--- config.mk ---
export PLATFORM = sky130hd
export DESIGN_NAME = streamtodram
export DESIGN_NICKNAME = d
export VERILOG_FILES = /design/src/rtl/streamtodram.sv
export SDC_FILE = /design/constraint.sdc
export NUM_CORES = 1
export LEC_CHECK = 0
export CAP_MARGIN = 20
export CORE_MARGIN = 2
export CORE_UTILIZATION = 39
export CTS_CLUSTER_DIAMETER = 60
export CTS_CLUSTER_SIZE = 14
export DETAILED_ROUTE_END_ITERATION = 8
export PLACE_DENSITY = 0.62
export SLEW_MARGIN = 20
export SYNTH_ARGS = -nofsm -noshare
export SYNTH_HDL_FRONTEND = slang
export SYNTH_SLANG_ARGS = --single-unit
--- constraint.sdc ---
create_clock -name clk -period 9.6 [get_ports clk]
set_input_delay 1.44 -clock clk [delete_from_list [all_inputs] [get_ports clk]]
set_output_delay 1.44 -clock clk [all_outputs]
set_load 0.02 [all_outputs]
--- src/rtl/streamtodram.sv ---
// streamtodram: Avalon-MM write master, captures a sample stream into DDR.
// Define STREAMTODRAM_SAT_EN to saturate samples to the DDR_DW signed range.
module streamtodram #(
  parameter int DDR_DW     = 16,
  parameter int FIFO_DEPTH = 16
) (
  input  logic               clk,
  input  logic               rst,
  input  logic signed [31:0] d_in,
  input  logic               vin,
  output logic [DDR_DW-1:0]  ddr_writedata,
  output logic               ddr_write,
  output logic [31:0]        ddr_addr,
  input  logic               ddr_waitrequest,
  input  logic [31:0]        writedata,
  output logic [31:0]        readdata,
  input  logic [1:0]         addr,
  input  logic               read,
  input  logic               write,
  output logic               irq_done
);

  localparam int AW = $clog2(FIFO_DEPTH);
  localparam logic [AW:0] DEPTH_C = (AW+1)'(FIFO_DEPTH);

  typedef enum logic [1:0] {
    IDLE = 2'd0,
    RUN  = 2'd1,
    ABRT = 2'd2,
    DONE = 2'd3
  } state_t;

  state_t state, state_d;

  logic [31:0] start_addr, num, step;
  logic [31:0] accepted, written;
  logic        done_flag, ovf, sat_flag;

  logic [DDR_DW-1:0] mem [FIFO_DEPTH];
  logic [AW:0]       wr_ptr, rd_ptr, count;
  logic              full, empty;

  logic              busy, start_req, abort_req, start_go;
  logic              accepting, push, drop, pop;
  logic              wr_acc, out_free, done_evt;
  logic [DDR_DW-1:0] push_data;
  logic              sat_hit;

  assign busy      = (state == RUN) || (state == ABRT);
  assign start_req = write && (addr == 2'd3) &&
                     writedata[0] && !writedata[1];
  assign abort_req = write && (addr == 2'd3) && writedata[1];
  assign start_go  = start_req && !busy;

  assign count = wr_ptr - rd_ptr;
  assign full  = (count == DEPTH_C);
  assign empty = (wr_ptr == rd_ptr);

  // Full is judged before any same-cycle pop, so a push on full drops.
  assign accepting = (state == RUN) && !abort_req &&
                     (accepted != num);
  assign push      = vin && accepting && !full;
  assign drop      = vin && accepting && full;

  assign wr_acc   = ddr_write && !ddr_waitrequest;
  assign out_free = !ddr_write || !ddr_waitrequest;
  assign pop      = (state == RUN) && out_free && !empty;

`ifdef STREAMTODRAM_SAT_EN
  localparam logic signed [31:0] SMAX =
    (32'sd1 <<< (DDR_DW-1)) - 32'sd1;
  localparam logic signed [31:0] SMIN = -SMAX - 32'sd1;

  always_comb begin
    push_data = d_in[DDR_DW-1:0];
    sat_hit   = 1'b0;
    if (d_in > SMAX) begin
      push_data = SMAX[DDR_DW-1:0];
      sat_hit   = 1'b1;
    end else if (d_in < SMIN) begin
      push_data = SMIN[DDR_DW-1:0];
      sat_hit   = 1'b1;
    end
  end
`else
  always_comb begin
    push_data = d_in[DDR_DW-1:0];
    sat_hit   = 1'b0;
  end
`endif

  always_comb begin
    state_d  = state;
    done_evt = 1'b0;
    unique case (state)
      IDLE, DONE: begin
        if (start_req) begin
          state_d  = (num == 32'd0) ? DONE : RUN;
          done_evt = (num == 32'd0);
        end
      end
      RUN: begin
        if (abort_req) begin
          state_d = ABRT;
        end else if (written == num) begin
          state_d  = DONE;
          done_evt = 1'b1;
        end
      end
      ABRT: begin
        if (out_free) state_d = IDLE;
      end
      default: state_d = IDLE;
    endcase
  end

  always_ff @(posedge clk or negedge rst) begin
    if (!rst) state <= IDLE;
    else      state <= state_d;
  end

  always_ff @(posedge clk) begin
    if (push) mem[wr_ptr[AW-1:0]] <= push_data;
  end

  always_ff @(posedge clk or negedge rst) begin
    if (!rst) begin
      wr_ptr        <= '0;
      rd_ptr        <= '0;
      accepted      <= '0;
      written       <= '0;
      done_flag     <= 1'b0;
      ovf           <= 1'b0;
      sat_flag      <= 1'b0;
      ddr_write     <= 1'b0;
      ddr_addr      <= '0;
      ddr_writedata <= '0;
      irq_done      <= 1'b0;
    end else begin
      irq_done <= done_evt;
      if (push) begin
        wr_ptr   <= wr_ptr + 1'b1;
        accepted <= accepted + 32'd1;
      end
      if (drop)           ovf      <= 1'b1;
      if (push && sat_hit) sat_flag <= 1'b1;
      if (wr_acc) begin
        ddr_addr <= ddr_addr + step;
        written  <= written + 32'd1;
      end
      // Abort waits out any held write, then discards the FIFO.
      if (state == ABRT) begin
        if (out_free) begin
          ddr_write <= 1'b0;
          rd_ptr    <= wr_ptr;
        end
      end else if (out_free) begin
        ddr_write <= pop;
        if (pop) begin
          ddr_writedata <= mem[rd_ptr[AW-1:0]];
          rd_ptr        <= rd_ptr + 1'b1;
        end
      end
      if (start_go) begin
        accepted  <= '0;
        written   <= '0;
        done_flag <= 1'b0;
        ovf       <= 1'b0;
        sat_flag  <= 1'b0;
        ddr_addr  <= start_addr;
      end
      if (done_evt) done_flag <= 1'b1;
    end
  end

  always_ff @(posedge clk or negedge rst) begin
    if (!rst) begin
      start_addr <= '0;
      num        <= '0;
      step       <= '0;
      readdata   <= '0;
    end else begin
      if (write && !busy) begin
        unique case (addr)
          2'd0:    start_addr <= writedata;
          2'd1:    num        <= writedata;
          2'd2:    step       <= writedata;
          default: ;
        endcase
      end
      if (read) begin
        unique case (addr)
          2'd0:    readdata <= start_addr;
          2'd1:    readdata <= num;
          2'd2:    readdata <= step;
          default: readdata <= {28'd0, sat_flag, ovf,
                                done_flag, busy};
        endcase
      end
    end
  end

endmodule

# ---- Word-level counts from Yosys, hierarchy flattened
# Memory sizes are Yosys's and may differ from the RTL's. A register that Yosys moved wholly into a read port is not among the register bits.
# Cells that the tools add are included.
dict set report totals {
  reg_bits 240
  ram_bits 256
  in_bits 72
  elab_cells 104
  mem_count 1
  out_inout_bits 82
}
# memory depth word_bits rd rd_clocked_by_memory_dff wr line
set memory_table {}
lappend memory_table {mem 16 16 1 1 1 39} ;# logic [DDR_DW-1:0] mem [FIFO_DEPTH];
dict set report classes {
  reduce_logical 39
  eq_ne 13
  n_bitwise 1
  muxes 30
  n_addsub 6
}
# cell n
set op_table {}
lappend op_table {{$mux 32} 6}
lappend op_table {{$pmux 32 s3} 1}
lappend op_table {{$add 32x1->32 const B} 2}
lappend op_table {{$add 32x32->32} 1}
lappend op_table {{$eq 32x32->1} 1}
lappend op_table {{$logic_not 32->1} 1}
lappend op_table {{$ne 32x32->1} 1}
lappend op_table {{$mux 5} 4}
lappend op_table {{$logic_and 1x1->1} 14}
lappend op_table {{$mux 1} 12}
lappend op_table {{$add 5x1->5 const B} 2}
lappend op_table {{$mux 2} 5}
lappend op_table {{$reduce_bool 2->1} 5}
lappend op_table {{$eq 2x2->1 const B} 4}
lappend op_table {{$logic_not 1->1} 8}
lappend op_table {{$reduce_and 2->1} 4}
lappend op_table {{$pmux 2 s3} 1}
lappend op_table {{$reduce_and 3->1} 2}
lappend op_table {{$eq 5x5->1} 1}
lappend op_table {{$eq 5x5->1 const B} 1}
lappend op_table {{$sub 5x5->5} 1}
lappend op_table {{$eq 2x1->1 const B} 2}
lappend op_table {{$logic_not 2->1} 2}
lappend op_table {{$ne 2x2->1 const B} 2}
lappend op_table {{5 further kinds} 6}

# ---- Longest topological paths before layout
# Gate-level depths: netlist (run 1).
dict set report logic_depth {
  ltp_word 10
  depth_mapped 16
}

# ---- Worst setup path before layout (run 1)
# Ideal clock, no wire load.
dict set report synth_timing {
  path_kind {input port to flip-flop}
  startpoint {input addr[0]}
  endpoint {memory mem[1][0], enable pin}
  stages 9
  n_path_buf 2
  slack_ps 5149
  required_time_ps 9191
  setup_ps 409
  arrival_time_ps 4042
  path_cell_list {buf_2 -> and3_1 -> a21boi_1 -> nand2_1 -> a21oi_1 -> o41a_2 -> clkbuf_1 -> nand2_1 -> nor3_1}
}
dict set report synth_between {
  elab_chain_len 10
}
# item line
set synth_lines {}
lappend synth_lines {{start, declared} 17} ;# input logic [1:0] addr,
lappend synth_lines {{$eq 2x2->1} 52} ;# assign abort_req = write && (addr == 2'd3) && writedata[1];
lappend synth_lines {{$logic_and 1x1->1 (2 in a row)} 52}
lappend synth_lines {{$logic_not 1->1} 60} ;# assign accepting = (state == RUN) && !abort_req &&
lappend synth_lines {{$logic_and 1x1->1 (2 in a row)} 60}
lappend synth_lines {{$logic_and 1x1->1 (2 in a row)} 62} ;# assign push = vin && accepting && !full;
lappend synth_lines {{$mux 1} 123} ;# if (push) mem[wr_ptr[AW-1:0]] <= push_data;
lappend synth_lines {{$mux 1 (not written as such)} 123}
lappend synth_lines {{end, declared} 39}
# Every way passes these cells.

# ---- Worst setup path in the final report (run 1)
dict set report layout_timing {
  startpoint {input addr[1]}
  endpoint {register step[2]}
}
dict set report layout_between {
  elab_chain_len 2
}
# item line
set layout_lines {}
lappend layout_lines {{$eq 2x2->1} 184} ;# unique case (addr)
lappend layout_lines {{$reduce_and 2->1 (no line)} -}
lappend layout_lines {{end signal, assigned} 187} ;# 2'd2: step <= writedata;
lappend layout_lines {{end, declared} 35} ;# logic [31:0] start_addr, num, step;
# Every way passes these cells.
# A chain may end at the register's enable or synchronous reset.

==> qor.yml, run 1 <==
worst_slew_margin_rel_pct: 28.3
rows: 89
synth_ff_type: "edfxtp_1"
ys_types: 65
cts_made_buffers: 47
layout_commonest_cell: "edfxtp_1"
cpMostUsedCell: "buf_4"
async_flop_share_pct: 50.0
grt_max_degree: 156
hpwl_um: 36400
final-max-slew-violation-count: 0
viasPerCell: 5.43
fin_crit_sh_pct: 49.2
critPathArrivalTime_ns: 5.19
timing.rr.end: "mem[3][13]"
hold_buffers: 0
cp_max_fo: 36
r2r_slack_ns: 5.36
antenna_left: 0
dp_slack_ns: 4.26
wire_per_inst_um: 21.4
fmax_mhz: 212
setup_ws_ns: 4.88
layoutNonFillerInstCount: 2660
powerDensity_nw_per_um2: 304
core_um2: 59000
place_congestion: 0.849
pin_count: 154
routed_wl_um: 56800
skew_ns: 0.0256
max_stage_delay_ns: 0.99
finish.instance_area_um2: 27100
grt_antenna_before_repair: 0
fillCellCount: 5199
synth-seq-cells: 512
cap_violations: 0
critPathTopFamily: "simple AND/OR/NAND/NOR gates"
io_buffers: 137
synthesis.area_um2: 23300
die-area_um2: 61700
hold_class: "register to register"
clock_path_buffers: 3
fin_crit_ns: 4.72
cts_tree: "done"
synth-edff-count: 256
endpoint_kind: "register"
cts.htree.levels: 2
drc: 0
holdPathStages: 1
reg2reg_from: "rd_ptr[1]"
setup_tns_ns: 0
nets: 1967
post-place-cells: 2573
drt_iter0_drc: 1054
synthCells: 1720
post_dp_cell_area_um2: 25600
synth.avg_cell_area_um2: 13.5
grt_pass1_wl_um: 87900
post_cts_resized: 0
worst-slew-pin-transition_ns: 1.07
firstDrtPassIters: 5
initial_core_util_pct: 39.5
crit_type: "primary input to register"
rsz0062_at_grt: "no"
clock-sinks: 512
syn_nets: 1837
ys_seq_area_share_pct: 60.5
critPathBufInv: 3
area_growth_pct: 16.4
dieHeight_um: 248
crit_chain: "clkdlybuf4s50_1, buf_4, nor2b_4, nand3_1, buf_4, mux2_2"
dr_total_vias: 14400
layout.cells.most_common_list: "256 x edfxtp_1, 254 x dfrtp_1, 177 x nor2_1"
cts_root_buffer: "clkbuf_16"
clk_pin_slew_worst_paths_ns: 0.07
grt_overflow: 0
crit_required_ns: 10.07
setup_viol: 0
vdd_drop_max_mv: 0.179
cp-start-kind: "primary input"
grt_pass1_vias: 14400
status: "complete, no violations"
die_x_um: 248
hold_viol_final: 0
crit_start: "addr[1]"
clock_latency_ns: 0.59
track_usage_pct: 18.3
p_leak_uw: 0.0102
crit_cells: 6
cp_slowest_cell: "nand3_1"
post_cts_buffers: 0
r2r_cells: 11
drive_above_1_share_pct: 17.7
yosysWarnings: 0
cp-endpoint: "step[2]"
## kinds of logic (layout without fill, tap and decap cells)
| family | count (synthesis) | count (layout) | share of synthesized area (%) |
|---|---|---|---|
| xor+xnor | 144 | 144 | 5.41 |
| fa+ha+maj | 45 | 45 | 2.45 |
| flops | 512 | 512 | 60.5 |
| simple gates | 427 | 427 | 8.54 |
| mux | 231 | 231 | 15.0 |
| compound gates | 254 | 254 | 6.27 |
| other cells | 0 | 3 | 0 |
| buf+inv | 107 | 271 | 1.84 |
## registers in the layout, summed over array words and instances (netlist names)
signal and flops:
accepted 32, ddr_addr 32, ddr_write 1, ddr_writedata 16
done_flag 1, irq_done 1, mem 256, num 32
ovf 1, rd_ptr 5, readdata 32, start_addr 32
state 2, step 32, wr_ptr 5, written 32
## cell type report
class / count / area (um^2) / area share [%]
tap: 773 / 967 / 3.57
inverter: 24 / 90.1 / 0.332
multi-input combinational: 1101 / 8850 / 32.7
antenna: 3 / 7.51 / 0.0277
sequential: 512 / 14100 / 52.0
timing repair buffer: 164 / 1610 / 5.93
clock inverter: 11 / 105 / 0.388
clock buffer: 72 / 1380 / 5.10
## metal layers
metal	vias to the layer above	part of all wire [%]	GRT usage [%]
li1	6602	-	-
met2	370	48	29.7
met5	-	0	0
met4	0	2.7	5.56
met1	7370	44	25.3
met3	98	5.1	3.11
## report_power, final
group / switching, uW / internal (uW) / total (uW)
combinational: 1520 / 1540 / 3060
clock: 834 / 1000 / 1840
sequential: 588 / 2750 / 3330
total: 2940 / 5290 / 8230
## worst min path at each step
stage                                start                to  slack [ns]
after global routing      ddr_writedata[3]  ddr_writedata[3]        0.52
after floorplan                  done_flag         done_flag        0.44
after global placement           done_flag         done_flag        0.46
after CTS                        done_flag         done_flag        0.48
after detailed placement         done_flag         done_flag        0.47
final                            done_flag         done_flag        0.48
## Yosys cell counts (2+ instances only)
| cell | count | share of area [%] |
|---|---|---|
| dfrtp_1 | 256 | 27 |
| edfxtp_1 | 256 | 33 |
| nor2_1 | 186 | 3.0 |
| a21oi_1 | 138 | 3.0 |
| mux2_2 | 115 | 5.6 |
| xnor2_1 | 103 | 3.9 |
| nand2_1 | 86 | 1.4 |
| mux4_2 | 83 | 8.0 |
| clkbuf_1 | 54 | 0.87 |
| o21ai_0 | 47 | 1.0 |
| ha_1 | 44 | 2.4 |
| xor2_1 | 41 | 1.5 |
| nand3_1 | 39 | 0.84 |
| mux2i_1 | 33 | 1.4 |
| nand4_1 | 29 | 0.78 |
| inv_1 | 23 | 0.37 |
| a21o_1 | 19 | 0.61 |
| buf_1 | 18 | 0.29 |
| nor3_1 | 17 | 0.37 |
| and3_1 | 15 | 0.40 |
| nor4_1 | 15 | 0.40 |
| or3_1 | 14 | 0.38 |
| a31oi_1 | 12 | 0.32 |
| buf_2 | 8 | 0.17 |
| a211oi_1 | 4 | 0.13 |
| nand2b_1 | 4 | 0.11 |
| nor2b_1 | 4 | 0.11 |
| o211ai_1 | 4 | 0.13 |
| a22oi_1 | 3 | 0.097 |
| o21a_1 | 3 | 0.097 |
| or2_2 | 3 | 0.081 |
| a211o_1 | 2 | 0.075 |
| a21oi_2 | 2 | 0.075 |
| and2_1 | 2 | 0.054 |
| and4_1 | 2 | 0.075 |
| buf_6 | 2 | 0.097 |
| nand4_4 | 2 | 0.18 |
| nor3_4 | 2 | 0.14 |
| o21ai_1 | 2 | 0.043 |
| o21bai_1 | 2 | 0.064 |
| o31ai_1 | 2 | 0.064 |
## through the flow
stage / total power, uW / hold WS [ns] / util, %
2_1_floorplan: 5380 / 0.444 / -
3_3_place_gp: 6380 / 0.463 / 43.3
3_5_place_dp: 6440 / 0.469 / 43.3
4_1_cts: 8310 / 0.483 / 45.9
5_1_grt: 8720 / 0.521 / 45.9
6_report: 8230 / 0.482 / 45.9
(Power assumes the default switching activity.)
==> run 2, diff against run 1 <==
- clock period: 9.6 -> 4.36 ns (I/O delays scaled with it)
==> qor.yml, run 2 (same netlist as run 1, synthesis figures left out) <==
status: "complete, no violations"
post_cts_resized: 0  # unchanged
dr_total_vias: 14600  # +0.96%
cp-start-kind: "register"
wire_per_inst_um: 21.4  # +0.10%
cts.htree.levels: 2  # unchanged
grt_antenna_before_repair: 0  # unchanged
r2r_cells: 12  # +1
routed_wl_um: 57400  # +1.1%
worst_slew_margin_rel_pct: 32.2  # +3.9 points
largest_register_ff_count: 256  # unchanged
r2r_slack_ns: 0.83  # -4.53 ns
clock_latency_ns: 0.61  # +0.02 ns
place_congestion: 0.873  # +2.9%
endpoint_kind: "register"
rows: 89  # unchanged
powerDensity_nw_per_um2: 673  # +120%
setup_viol: 0  # unchanged
critPathArrivalTime_ns: 4.01  # -1.18 ns
clock_path_buffers: 3  # unchanged
hold_viol_final: 0  # unchanged
antenna_cells: 0  # -3
final-max-slew-violation-count: 0  # unchanged
drc: 0  # unchanged
crit_required_ns: 4.85  # -5.22 ns
skew_ns: 0.0337  # +0.00813 ns
clk_pin_slew_worst_paths_ns: 0.07  # about the same
io_buffers: 137  # unchanged
grt_pass1_vias: 14900  # +3.4%
rsz0062_at_grt: "no"
reg2reg_from: "ddr_addr[0]"
crit_start: "ddr_addr[0]"
p_total_uw: 18500  # +120%
clock-sinks: 512  # unchanged
hold_class: "primary input to async pin"
area_growth_pct: 17.8
crit_type: "register to register"
viasPerCell: 5.43  # about the same
hold_buffers: 0  # unchanged
antenna_left: 0  # unchanged
timing.rr.end: "ddr_addr[24]"
initial_core_util_pct: 39.5  # unchanged
setup_tns_ns: 0  # unchanged
fin_crit_ns: 3.53
layout.cells.most_common_list: "256 x edfxtp_1, 254 x dfrtp_1, 174 x nor2_1"
dieHeight_um: 248  # unchanged
cts_tree: "done"
pin_count: 154  # unchanged
die-area_um2: 61700  # unchanged
drive_above_1_share_pct: 19.0  # +1.3 points
fmax_mhz: 284
p_leak_uw: 0.0103  # +1.9%
fin_crit_sh_pct: 80.9
worst-slew-pin-transition_ns: 1.02  # -0.0558 ns
vdd_drop_max_mv: 0.385  # +120%
cts_root_buffer: "clkbuf_16"
cp_max_fo: 4  # -89%
cp-endpoint: "ddr_addr[24]"
die_x_um: 248  # unchanged
grt_overflow: 0  # unchanged
core_um2: 59000  # unchanged
hpwl_um: 37800  # +3.8%
nets: 1992  # +1.3%
firstDrtPassIters: 6  # +1
cts_made_buffers: 49  # +4.3%
cap_violations: 0  # unchanged
grt_pass1_wl_um: 88400  # +0.58%
drt_iter0_drc: 988  # -6.3%
post_cts_buffers: 0  # unchanged
grt_max_degree: 99  # -37%
layout_commonest_cell: "edfxtp_1"
track_usage_pct: 18.4  # +0.11 points
-- run 2: cell count changes in the layout (fill, tap and decap cells not counted), moves of 3 or more --
cell | before | now
clkbuf_8 | 7 | 4
buf_4 | 24 | 44
nor2_1 | 177 | 174
diode_2 | 3 | 0
buf_12 | 1 | 6
nor2_4 | 4 | 1
bufinv_16 | 0 | 3
nor2_2 | 7 | 13
-- run 2: through the flow --
step	worst slack [ns]	hold WS [ns]	cells	instance area (um^2)	util [%]
3_5_place_dp	0.709	0.466	2597	25800	43.7
5_1_grt	0.596	0.151	2686	27400	46.5
4_1_cts	0.857	0.123	2686	27400	46.5
6_report	0.833	0.0758	2686	27400	46.5
3_3_place_gp	0.721	0.462	2597	25800	43.7
2_1_floorplan	0.343	0.358	1720	23300	-
-- run 2: critical path, cell delays in order (launching register included) --
cell      delay [ns]
dfrtp_1         0.41
ha_1            0.27
fa_1            0.42
a21oi_1         0.29
o211ai_1        0.18
a22oi_1         0.40
a21oi_1         0.26
a21o_1          0.28
nor4_1          0.37
nor2_1          0.13
xnor2_1         0.16
o211ai_1        0.10
o21a_1          0.14
-- run 2: cell type report --
| type | instances | area, um^2 |
|---|---|---|
| clock buffer | 71 | 1370 |
| clock inverter | 18 | 262 |
| fill | 5256 | 31600 |
| inverter | 24 | 90.1 |
| multi-input combinational | 1101 | 8840 |
| sequential | 512 | 14100 |
| tap | 773 | 967 |
| timing repair buffer | 187 | 1820 |
-- run 2: routing by layer --
layer  routed length (um)  track usage (%)  up-vias
li1                     -                -     6674
met1                25300             24.7     7447
met2                28000             30.9      360
met3                 2730             3.13       97
met4                 1350             5.25        0
met5                    0                0        -
-- run 2: worst min-delay path by stage --
stage | slack, ns | depth (start not counted) | endpoint
floorplan | 0.36 | 0 | accepted[0]
global placement | 0.46 | 1 | done_flag
detailed placement | 0.47 | 1 | done_flag
CTS | 0.12 | 1 | step[16]
global route | 0.15 | 1 | readdata[17]
finish | 0.08 | 1 | readdata[17]
-- run 2: report_power, final --
part / internal [uW] / switching, uW
Clock: 2410 / 1910
Sequential: 6050 / 1230
Combinational: 3430 / 3440
